--- src/rtl/reg_file16_pkg.sv ---
// reg_file16_pkg: shared register-file geometry, also used by the 4-to-16 destination decoder.
package reg_file16_pkg;
    localparam int DATA_W   = 16;
    localparam int NUM_REGS = 16;
    localparam int IDX_W    = 4;
endpackage

--- src/rtl/reg_file16_onehot_check.sv ---
// onehot_check: flags a select word that has exactly one bit set.
module onehot_check
    import reg_file16_pkg::*;
(
    input  logic [NUM_REGS-1:0] sel,
    output logic                one_hot
);
    // x & (x-1) clears the lowest set bit; zero result with nonzero x means a single bit
    assign one_hot = (sel != '0) && ((sel & (sel - 1'b1)) == '0);
endmodule

--- src/rtl/reg_file16.sv ---
// reg_file16: 16-entry register file, one-hot write select, two bypassed read ports,
// sticky illegal-select flag and committed-write counter.
module reg_file16
    import reg_file16_pkg::*;
#(
    parameter int WIDTH = DATA_W,
    parameter int NREGS = NUM_REGS
) (
    input  logic             clk,
    input  logic             reset,
    input  logic             regWrite,
    input  logic [15:0]      decOut,
    input  logic [WIDTH-1:0] writeData,
    input  logic [IDX_W-1:0] rs1,
    input  logic [IDX_W-1:0] rs2,
    output logic [WIDTH-1:0] readData1,
    output logic [WIDTH-1:0] readData2,
    output logic             wrErr,
    output logic [15:0]      wrCount
);
    logic [WIDTH-1:0] regs [NREGS];
    logic             legal;
    logic             commit;
    onehot_check u_check (.sel(decOut), .one_hot(legal));
    assign commit = regWrite && legal;
    always_ff @(posedge clk or negedge reset) begin
        if (!reset) begin
            for (int i = 0; i < NREGS; i++) regs[i] <= '0;
            wrErr   <= 1'b0;
            wrCount <= '0;
        end else begin
            for (int i = 0; i < NREGS; i++) if (commit && decOut[i]) regs[i] <= writeData;
            if (regWrite && !legal) wrErr <= 1'b1;
            if (commit) wrCount <= wrCount + 16'd1;
        end
    end
    // bypass is gated by reset so the read ports show zero while reset is held
    assign readData1 = (reset && commit && decOut[rs1]) ? writeData : regs[rs1];
    assign readData2 = (reset && commit && decOut[rs2]) ? writeData : regs[rs2];
endmodule

--- config.mk ---
export PLATFORM = sky130hd
export DESIGN_NAME = reg_file16
export DESIGN_NICKNAME = d
export VERILOG_FILES = /design/src/rtl/reg_file16_pkg.sv /design/src/rtl/reg_file16_onehot_check.sv /design/src/rtl/reg_file16.sv
export SDC_FILE = /design/constraint.sdc
export NUM_CORES = 1
export LEC_CHECK = 0
export ABC_AREA = 1
export CORE_UTILIZATION = 39
export CTS_BUF_LIST = sky130_fd_sc_hd__clkbuf_8
export DETAILED_ROUTE_END_ITERATION = 7
export GPL_TIMING_DRIVEN = 0
export PLACE_DENSITY = 0.55
export SLEW_MARGIN = 15
export SYNTH_ARGS = -nofsm -noshare
export SYNTH_HDL_FRONTEND = slang
export SYNTH_HIERARCHICAL = 1
export SYNTH_SLANG_ARGS = --single-unit
--- constraint.sdc ---
create_clock -name clk -period 2.8 [get_ports clk]
set_input_delay 0.56 -clock clk [delete_from_list [all_inputs] [get_ports clk]]
set_output_delay 0.56 -clock clk [all_outputs]
set_load 0.02 [all_outputs]
## Word-level counts from Yosys, hierarchy flattened

Cells that the tools add are included.

| storage, ports and cells | value |
|---|---|
| register bits after elaboration | 273 |
| bits of input ports | 43 |
| output and inout bits | 49 |
| word-level logic and storage cells | 64 |

| cells by class | value |
|---|---|
| add/sub/neg operators | 2 |
| order comparisons | 4 |
| multiplexer cells | 12 |
| bitwise gates (word level) | 3 |
| reductions and logical operators | 25 |

Operators by type and width:

| operator | number |
|---|---|
| $bmux 16 s4 | 2 |
| $mux 16 | 6 |
| $logic_and 1x1->1 | 22 |
| $add 16x1->16 const B | 1 |
| $and 16x16->16 | 1 |
| $logic_not 16->1 | 1 |
| $reduce_bool 16->1 | 1 |
| $sub 16x1->16 const B | 1 |
| $ge 5x5->1 const B | 2 |
| $lt 4x5->1 const B | 2 |
| $not 4->5 | 2 |
| $bmux 1 s4 | 2 |
| $mux 1 | 2 |
| $logic_not 1->1 | 1 |

## Longest topological paths before layout

Gate-level depths: netlist of the first run.

| depth | value |
|---|---|
| word-level depth | 8 |
| depth in mapped cells | 17 |

## By module

The synthesis of the first run kept the hierarchy.

By module, submodules not included:

| module | instances | cells each | area an instance (µm²) | sequential area each (µm²) |
|---|---|---|---|---|
| reg_file16 | 1 | 2111 | 15532.4 | 6831.6 |
| onehot_check | 1 | 68 | 286.5 | 0.0 |

## Least setup slack after synthesis of the first run

No wires, ideal clock.

| timing path | value |
|---|---|
| path type | in2out |
| start | input port decOut[0] |
| end | output port readData1[0] |
| arrival | 2.334 ns |
| required time | 2.240 ns |
| slack | -0.094 ns |
| stages on the path | 14 |
| buffers on the path | 1 |
| cells stage by stage | nor2_2 > nand2_2 > nor2_2 > nand2_1 > nand2_1 > nand2_1 > nor2_2 > nand2_1 > nor2_2 > nand2_2 > nor2_1 > clkbuf_1 > nand3_1 > nand2_1 |

| between the ends | value |
|---|---|
| longest elaborated chain between the ends | 8 |
| elaborated cells between the ends (all ways) | 11 |
| those cells by class | add/sub: 1; mux: 3; bitwise: 1; reduce/logical: 6 |

RTL lines:

| element | line | RTL |
|---|---|---|
| start: declaration | reg_file16.sv:12 | `input logic [15:0] decOut,` |
| $sub 16x1->16 | reg_file16_onehot_check.sv:9 | `assign one_hot = (sel != '0) && ((sel & (sel - 1'b1)) == '0);` |
| $and 16x16->16 | reg_file16_onehot_check.sv:9 |  |
| $logic_not 16->1 | reg_file16_onehot_check.sv:9 |  |
| $logic_and 1x1->1 (*) | reg_file16_onehot_check.sv:9 |  |
| net legal | reg_file16.sv:22 | `logic legal;` |
| $logic_and 1x1->1 (*) | reg_file16.sv:25 | `assign commit = regWrite && legal;` |
| $logic_and 1x1->1 (*) (2 in a row) | reg_file16.sv:38 | `assign readData1 = (reset && commit && decOut[rs1]) ? writeData : regs[rs1];` |
| $mux 16 (*) | reg_file16.sv:38 |  |
| end: declaration | reg_file16.sv:16 | `output logic [WIDTH-1:0] readData1,` |

Mark *: on every way through the listed nets, which the timed path passes. The rest lies on a longest branch. The select of a mux whose other input is x is not followed.

## Worst setup path after layout of the first run

| timing path | value |
|---|---|
| start | input port rs2[2] |
| end | output port readData2[12] |

| between the ends | value |
|---|---|
| longest elaborated chain between the ends | 5 |
| elaborated cells between the ends (all ways) | 8 |
| those cells by class | mux: 6; bitwise: 1; reduce/logical: 1 |

RTL lines:

| element | line | RTL |
|---|---|---|
| start: declaration | reg_file16.sv:15 | `input logic [IDX_W-1:0] rs2,` |
| $not 4->5 (not written as such) | reg_file16.sv:39 | `assign readData2 = (reset && commit && decOut[rs2]) ? writeData : regs[rs2];` |
| $bmux 16 s4 | reg_file16.sv:39 |  |
| $mux 16 (not written as such) (2 in a row) | reg_file16.sv:39 |  |
| $mux 16 (*) | reg_file16.sv:39 |  |
| end: declaration | reg_file16.sv:17 | `output logic [WIDTH-1:0] readData2,` |

Mark *: on every way between the ends. The rest lies on a longest branch, timed or not. The select of a mux whose other input is x is not followed.

==> results.sh, run 1 <==
export IMPL_status="finished with violations"
export IMPL_violations="negative setup slack"
export IMPL_finalNonFillerCells=2901
export IMPL_synth_cell_types=29
export IMPL_netlist_area_um2=15800
export IMPL_vias_per_cell=5.99
export IMPL_ir_drop_uv=379
export IMPL_yosys_area_top_type="dfrtp_1"
export IMPL_postRouteAntennaNets=0
export IMPL_cp_top_family="buffers and inverters"
export IMPL_tightest_slew_ps=1120
export IMPL_fin_crit_ps=3190
export IMPL_firstDrtPassIters=6
export IMPL_gp_congestion=1.01
export IMPL_core_rowCount=73
export IMPL_critPathBufInv=4
export IMPL_clock_sinks=273
export IMPL_power_density_nw_per_um2=493
export IMPL_synth_most_common_cell="nand2_1"
export IMPL_p_int_mw=6.57
export IMPL_nets=2384
export IMPL_cts_made_buffers=49
export IMPL_arrival_ps=2630
export IMPL_switchingPower_mw=3.06
export IMPL_core_area_um2=39900
export IMPL_critical_path_max_stage_delay_ps=640
export IMPL_avgSynthCellArea_um2=7.26
export IMPL_synth_flop_cell="dfrtp_1"
export IMPL_numPlacedInstances=2792
export IMPL_clkSlewWorstSetupHoldPaths_ps=60
export IMPL_seqPwrFrac_pct=41.0
export IMPL_p_total_mw=9.63
export IMPL_die_area_um2=41400
export IMPL_track_usage_pct=40.2
export IMPL_grt_pass1_vias=16423
export IMPL_synth_commonest_cells="nand2_1 (624), o21ai_0 (335), dfrtp_1 (273), nand3_1 (264), o211ai_1 (182)"
export IMPL_drive_gt1_share_pct=14.3
export IMPL_io_pins=92
export IMPL_wire_per_inst_um=28.7
export IMPL_synth_nets=2223
export IMPL_clockRootBuffer="clkbuf_8"
export IMPL_fin_util_pct=48.9
export IMPL_combinationalPowerShare_pct=17.6
export IMPL_synth_seq_area_share_pct=43.2
export IMPL_setup_viol=32
export IMPL_antenna_found_initial=2
export IMPL_r2r_end="wrCount[12]$_DFFE_PN0N_"
export IMPL_clock_skew_ps=5.33
export IMPL_grt_overflow_total=0
export IMPL_p_leak_nw=8.85
export IMPL_hp_class="in2async"
export IMPL_finalHoldViolCount=0
export IMPL_place_ws_ps=-1890
export IMPL_place_area_um2=17400
export IMPL_crit_path_end_kind="primary output"
export IMPL_vias=17372
export IMPL_netlist_instances=2179
export IMPL_synth_top_cell_area_share_pct=43.2
export IMPL_hpwl_um=60600
export IMPL_synth_edff_count=0
export IMPL_reg2reg_depth=8
export IMPL_cap_violations=0
export IMPL_max_freq_mhz=314
export IMPL_setup_worst_path_class="in2out"
export IMPL_fin_crit_sh_pct=114
export IMPL_startpoint_type="input pin"
export IMPL_synth_seq_cells=273
export IMPL_worstSkewPairLatency_ps=640
export IMPL_wl_um=83400
export IMPL_cp_slowest_cell="clkbuf_1"
export IMPL_async_reset_ff_share_pct=100
export IMPL_grt_max_degree=97
export IMPL_required_ps=2240
export IMPL_p_clk_share_pct=41.4
export IMPL_final_max_slew_viol_count=0
export IMPL_ys_warn_count=6
export IMPL_clk_path_buf_depth=3
export IMPL_maxSlewHeadroom_pct=25.4
export IMPL_synthTopCellsByArea="dfrtp_1 (43%), nand2_1 (15%), o21ai_0 (11%)"
export IMPL_initial_core_util_pct=39.6
export IMPL_cp_max_fo=10
export IMPL_area_growth_pct=23.4
export IMPL_fin_ws_ps=-385
export IMPL_rsz0062_at_grt="yes"
export IMPL_fin_area_um2=19500
export IMPL_n_antenna_cell=0
export IMPL_cp_common_cell="nand3_1"
export IMPL_die_w_um=203
export IMPL_worstPathCellList="buf_2 -> clkinv_1 -> clkbuf_1 -> nand3_1 -> nand3_1 -> nand2_1 -> nand2_8 -> nand2_2 -> buf_6"
export IMPL_r2r_start="wrCount[0]$_DFFE_PN0N_"
export IMPL_grt_pass1_wl_um=119000
export IMPL_p_sw_share_pct=31.8
export IMPL_drc=0
export IMPL_drt_iter0_markers=2380
export IMPL_cts_tree="yes"
export IMPL_rrSetupSlack_ps=1040
export IMPL_port_buffers=86
export IMPL_htreeDepth=2
export IMPL_die_height_um=203
==> what timing repair did <==
action | 4_1_cts | 5_1_grt
endpoints found under the hold margin | 84 | 21
pin swaps | 41 | 28
setup buffers | 14 | 1
setup endpoints to repair | 101 | 32
gates resized for setup | 505 | 47
cloned | 4 | 0
==> layout make-up <==
cell class | instances | area (um2)
Clock buffer | 59 | 812
Timing Repair Buffer | 110 | 1220
Fill cell | 4106 | 20400
Multi-Input combinational cell | 1541 | 7900
Inverter | 186 | 703
Clock inverter | 28 | 191
Buffer | 179 | 1210
Sequential cell | 273 | 6830
Tap cell | 525 | 657
==> how the worst max path moves through the flow <==
stage                     startpoint               endpoint  slack (ps)  cells past startpoint
final                         rs2[2]          readData2[12]        -390                      9
after global routing       decOut[0]           readData2[7]        -360                     18
after CTS                  decOut[6]           readData2[7]        -260                     18
after detailed placement   decOut[0]           readData2[1]       -1890                     16
after global placement         reset  regs[134]$_DFFE_PN0P_      -11100                      1
after floorplan            decOut[0]           readData1[0]          30                     14
==> per-layer routing <==
layer | up-vias | routed length, um | global-route usage (%) | part of all wire (%)
li1 | 7634 | - | - | -
met1 | 8412 | 36000 | 56.0 | 43
met2 | 1078 | 34700 | 58.5 | 42
met3 | 244 | 8720 | 11.2 | 10
met4 | 4 | 3930 | 16.5 | 4.7
met5 | - | 31 | 0 | 0.037
==> power groups by stage <==
stage          Combinational [mW]  Sequential (mW)  Clock [mW]
2_1_floorplan               0.693             4.02           0
3_5_place_dp                 1.45             4.02           0
4_1_cts                      1.59             3.95        4.01
6_report                     1.70             3.95        3.98
3_3_place_gp                 1.44             4.03           0
5_1_grt                      1.74             3.95        4.18
==> cells by family after synthesis <==
logic type / count (synthesis) / share of synthesized area (%)
AND/OR/NAND/NOR: 931 / 24.5
AO/OA/AOI/OAI: 595 / 21.7
buffers and inverters: 365 / 9.70
flip-flops: 273 / 43.2
XOR/XNOR: 14 / 0.775
adder cells (fa/ha/maj): 1 / 0.0791
==> worst register-to-register path, cell delays in order, from the launching register on <==
cell	delay, ps
dfrtp_1	440
ha_1	200
nand3_1	80
nor2_1	220
nand2_1	90
nor2_1	270
nand3_1	150
xor2_1	160
inv_1	50
==> registers in the layout, indices dropped and copies added, names as in the netlist <==
name,flops
wrCount,16
regs,256
wrErr,1
==> through the flow <==
step	hold WS (ps)	TNS (ps)
after floorplan	264	0
after global placement	461	-3517630
after detailed placement	462	-213300
after CTS	-38.4	-7330
after global routing	9.94	-10270
final	1.51	-7860
==> layout by cell type (no fill, tap or decap), types with 43 or more instances in the layout <==
cell / count
nand2_1: 569
clkbuf_8: 62
buf_4: 43
inv_1: 195
o211ai_1: 182
o21ai_0: 331
clkbuf_1: 74
a21oi_1: 74
dfrtp_1: 273
buf_6: 67
nand3_1: 249
Note: power is estimated with default switching activity, not from simulation.
==> run 2: changes to the inputs <==
PLACE_DENSITY = 0.53   (was 0.55)
clock period = 4.1 ns   (was 2.8 ns; I/O delays follow)
==> results.sh, run 2 (synthesis gave the netlist of run 1 again) <==
export IMPL_clockRootBuffer="clkbuf_8"
export IMPL_cts_tree="yes"
export IMPL_fillers=4141
export IMPL_p_int_mw=4.33
export IMPL_combinationalPowerShare_pct=16.1
export IMPL_die_area_um2=41400
export IMPL_largest_registers="regs: 256 flops, wrCount: 16 flops, wrErr: 1 flops"
export IMPL_initial_core_util_pct=39.6
export IMPL_grt_pass1_wl_um=117000
export IMPL_drive_gt1_share_pct=9.33
export IMPL_seqPwrFrac_pct=42.5
export IMPL_antenna_found_initial=1
export IMPL_track_usage_pct=39.8
export IMPL_p_leak_nw=8.54
export IMPL_cap_violations=0
export IMPL_wirelength_met1_um=34700
export IMPL_met3_length_um=9920
export IMPL_startpoint_type="input pin"
export IMPL_die_w_um=203
export IMPL_hp_class="in2async"
export IMPL_numPlacedInstances=2792
export IMPL_fin_crit_sh_pct=100
export IMPL_ir_drop_uv=276
export IMPL_place_ws_ps=-1380
export IMPL_rsz0062_at_grt="yes"
export IMPL_cp_max_fo=10
export IMPL_largest_reg_flops=256
export IMPL_vias=17298
export IMPL_grt_overflow_total=0
export IMPL_hpwl_um=60400
export IMPL_port_buffers=86
export IMPL_cp_slowest_cell="clkdlybuf4s50_1"
export IMPL_die_height_um=203
export IMPL_core_area_um2=39900
export IMPL_gp_congestion=0.999
export IMPL_switchingPower_mw=2.02
export IMPL_holdWs_ps=207
export IMPL_htreeDepth=2
export IMPL_cts_made_buffers=50
export IMPL_vias_per_cell=6.00
export IMPL_clk_path_buf_depth=3
export IMPL_grt_max_degree=103
export IMPL_cp_top_family="buffers and inverters"
export IMPL_fin_crit_ps=4110
export IMPL_setup_worst_path_class="in2out"
export IMPL_worstPathCellList="clkdlybuf4s50_1 -> buf_2 -> buf_4 -> clkbuf_4 -> o211ai_1 -> nand3_1 -> nand3_1 -> nand2_1 -> nand2_1 -> nand2_1 -> dlygate4sd2_1"
export IMPL_clkSlewWorstSetupHoldPaths_ps=60
export IMPL_clock_skew_ps=12.0
export IMPL_worstSkewPairLatency_ps=660
export IMPL_area_growth_pct=17.1
export IMPL_cts_hold_buffers=0
export IMPL_critical_path_max_stage_delay_ps=510
export IMPL_tightest_slew_ps=1110
export IMPL_required_ps=3280
export IMPL_arrival_ps=3290
export IMPL_postRouteAntennaNets=0
export IMPL_nets=2368
export IMPL_drc=0
export IMPL_largest_register="regs"
export IMPL_wl_met2_um=33900
export IMPL_maxSlewHeadroom_pct=26.2
export IMPL_status="finished with violations"
export IMPL_firstDrtPassIters=6
export IMPL_violations="negative setup slack"
export IMPL_n_antenna_cell=0
export IMPL_p_clk_share_pct=41.4
export IMPL_final_max_slew_viol_count=0
export IMPL_setup_viol=1
export IMPL_clock_sinks=273
export IMPL_p_sw_share_pct=31.9
export IMPL_routed_top_layer="met5"
export IMPL_wire_per_inst_um=28.4
export IMPL_mostFrequentLayoutCells="nand2_1 (619), o21ai_0 (333), dfrtp_1 (273), nand3_1 (261), inv_1 (195)"
export IMPL_core_rowCount=73
export IMPL_finalNonFillerCells=2882
export IMPL_power_density_nw_per_um2=343
export IMPL_critPathBufInv=5
export IMPL_cp_common_cell="nand2_1"
export IMPL_crit_path_end_kind="primary output"
export IMPL_drt_iter0_markers=2519
export IMPL_fin_ws_ps=-10.3
export IMPL_max_freq_mhz=243
export IMPL_io_pins=92
export IMPL_finalHoldViolCount=0
export IMPL_final_common_cell="nand2_1"
export IMPL_wl_um=82000
export IMPL_grt_pass1_vias=16226
==> run 2: worst register-to-register path, stage by stage (launching register included) <==
cell	delay, ps
dfrtp_1	410
ha_1	190
nand3_1	90
nor2_1	260
nand2_1	80
nor2_1	240
nand3_1	130
xor2_1	160
inv_1	60
==> run 2: power groups by stage <==
stage | Combinational (mW) | Sequential (mW) | Clock (mW)
3_3_place_gp | 0.981 | 2.75 | 0
2_1_floorplan | 0.473 | 2.75 | 0
4_1_cts | 0.972 | 2.70 | 2.65
5_1_grt | 1.06 | 2.70 | 2.76
3_5_place_dp | 0.988 | 2.75 | 0
6_report | 1.02 | 2.70 | 2.63
==> run 2: final timing paths <==
kind                                    startpoint                       to  slack [ps]  cells after the start
hold reg to reg            wrCount[15]$_DFFE_PN0N_  wrCount[15]$_DFFE_PN0N_         470                      1
max in group asynchronous                    reset    regs[110]$_DFFE_PN0P_        2450                      3
hold / removal                               reset   wrCount[9]$_DFFE_PN0N_         210                      1
setup reg to reg            wrCount[0]$_DFFE_PN0N_  wrCount[12]$_DFFE_PN0N_        2390                      8
setup / recovery                            rs1[1]             readData1[4]         -10                     11
min in group clk           wrCount[15]$_DFFE_PN0N_  wrCount[15]$_DFFE_PN0N_         470                      1
==> run 2: layout make-up <==
type	instances	area, um2	share of cell area [%]
multi-input cells	1541	7520	40.6
flip-flops and latches	273	6830	36.9
plain buffers	179	1000	5.40
repair buffers	93	853	4.61
clock buffers	59	812	4.38
inverters	186	698	3.77
well taps	525	657	3.55
clock inverters	26	155	0.838
==> run 2: timing repair <==
action                     4_1_cts  5_1_grt
buffers inserted                 4        1
gates resized for setup        114       98
pin swaps                        5        7
setup endpoints to repair       32       32
==> run 2: stage by stage <==
| step | utilization, % | TNS [ps] | cell area, um2 | power (mW) |
|---|---|---|---|---|
| after floorplan | - | 0 | 15800 | 3.22 |
| after global placement | 43.4 | -3158560 | 17300 | 3.73 |
| after detailed placement | 43.6 | -36470 | 17400 | 3.73 |
| after CTS | 46.3 | -67.1 | 18500 | 6.32 |
| after global routing | 46.4 | -73.2 | 18500 | 6.52 |
| final | 46.4 | -10.3 | 18500 | 6.35 |
==> run 2: layer usage <==
layer  vias to the layer above  GRT usage, %
met5                         -             0
met4                         2          15.3
met3                       223          12.1
met2                      1128          57.2
met1                      8353          55.6
li1                       7592             -
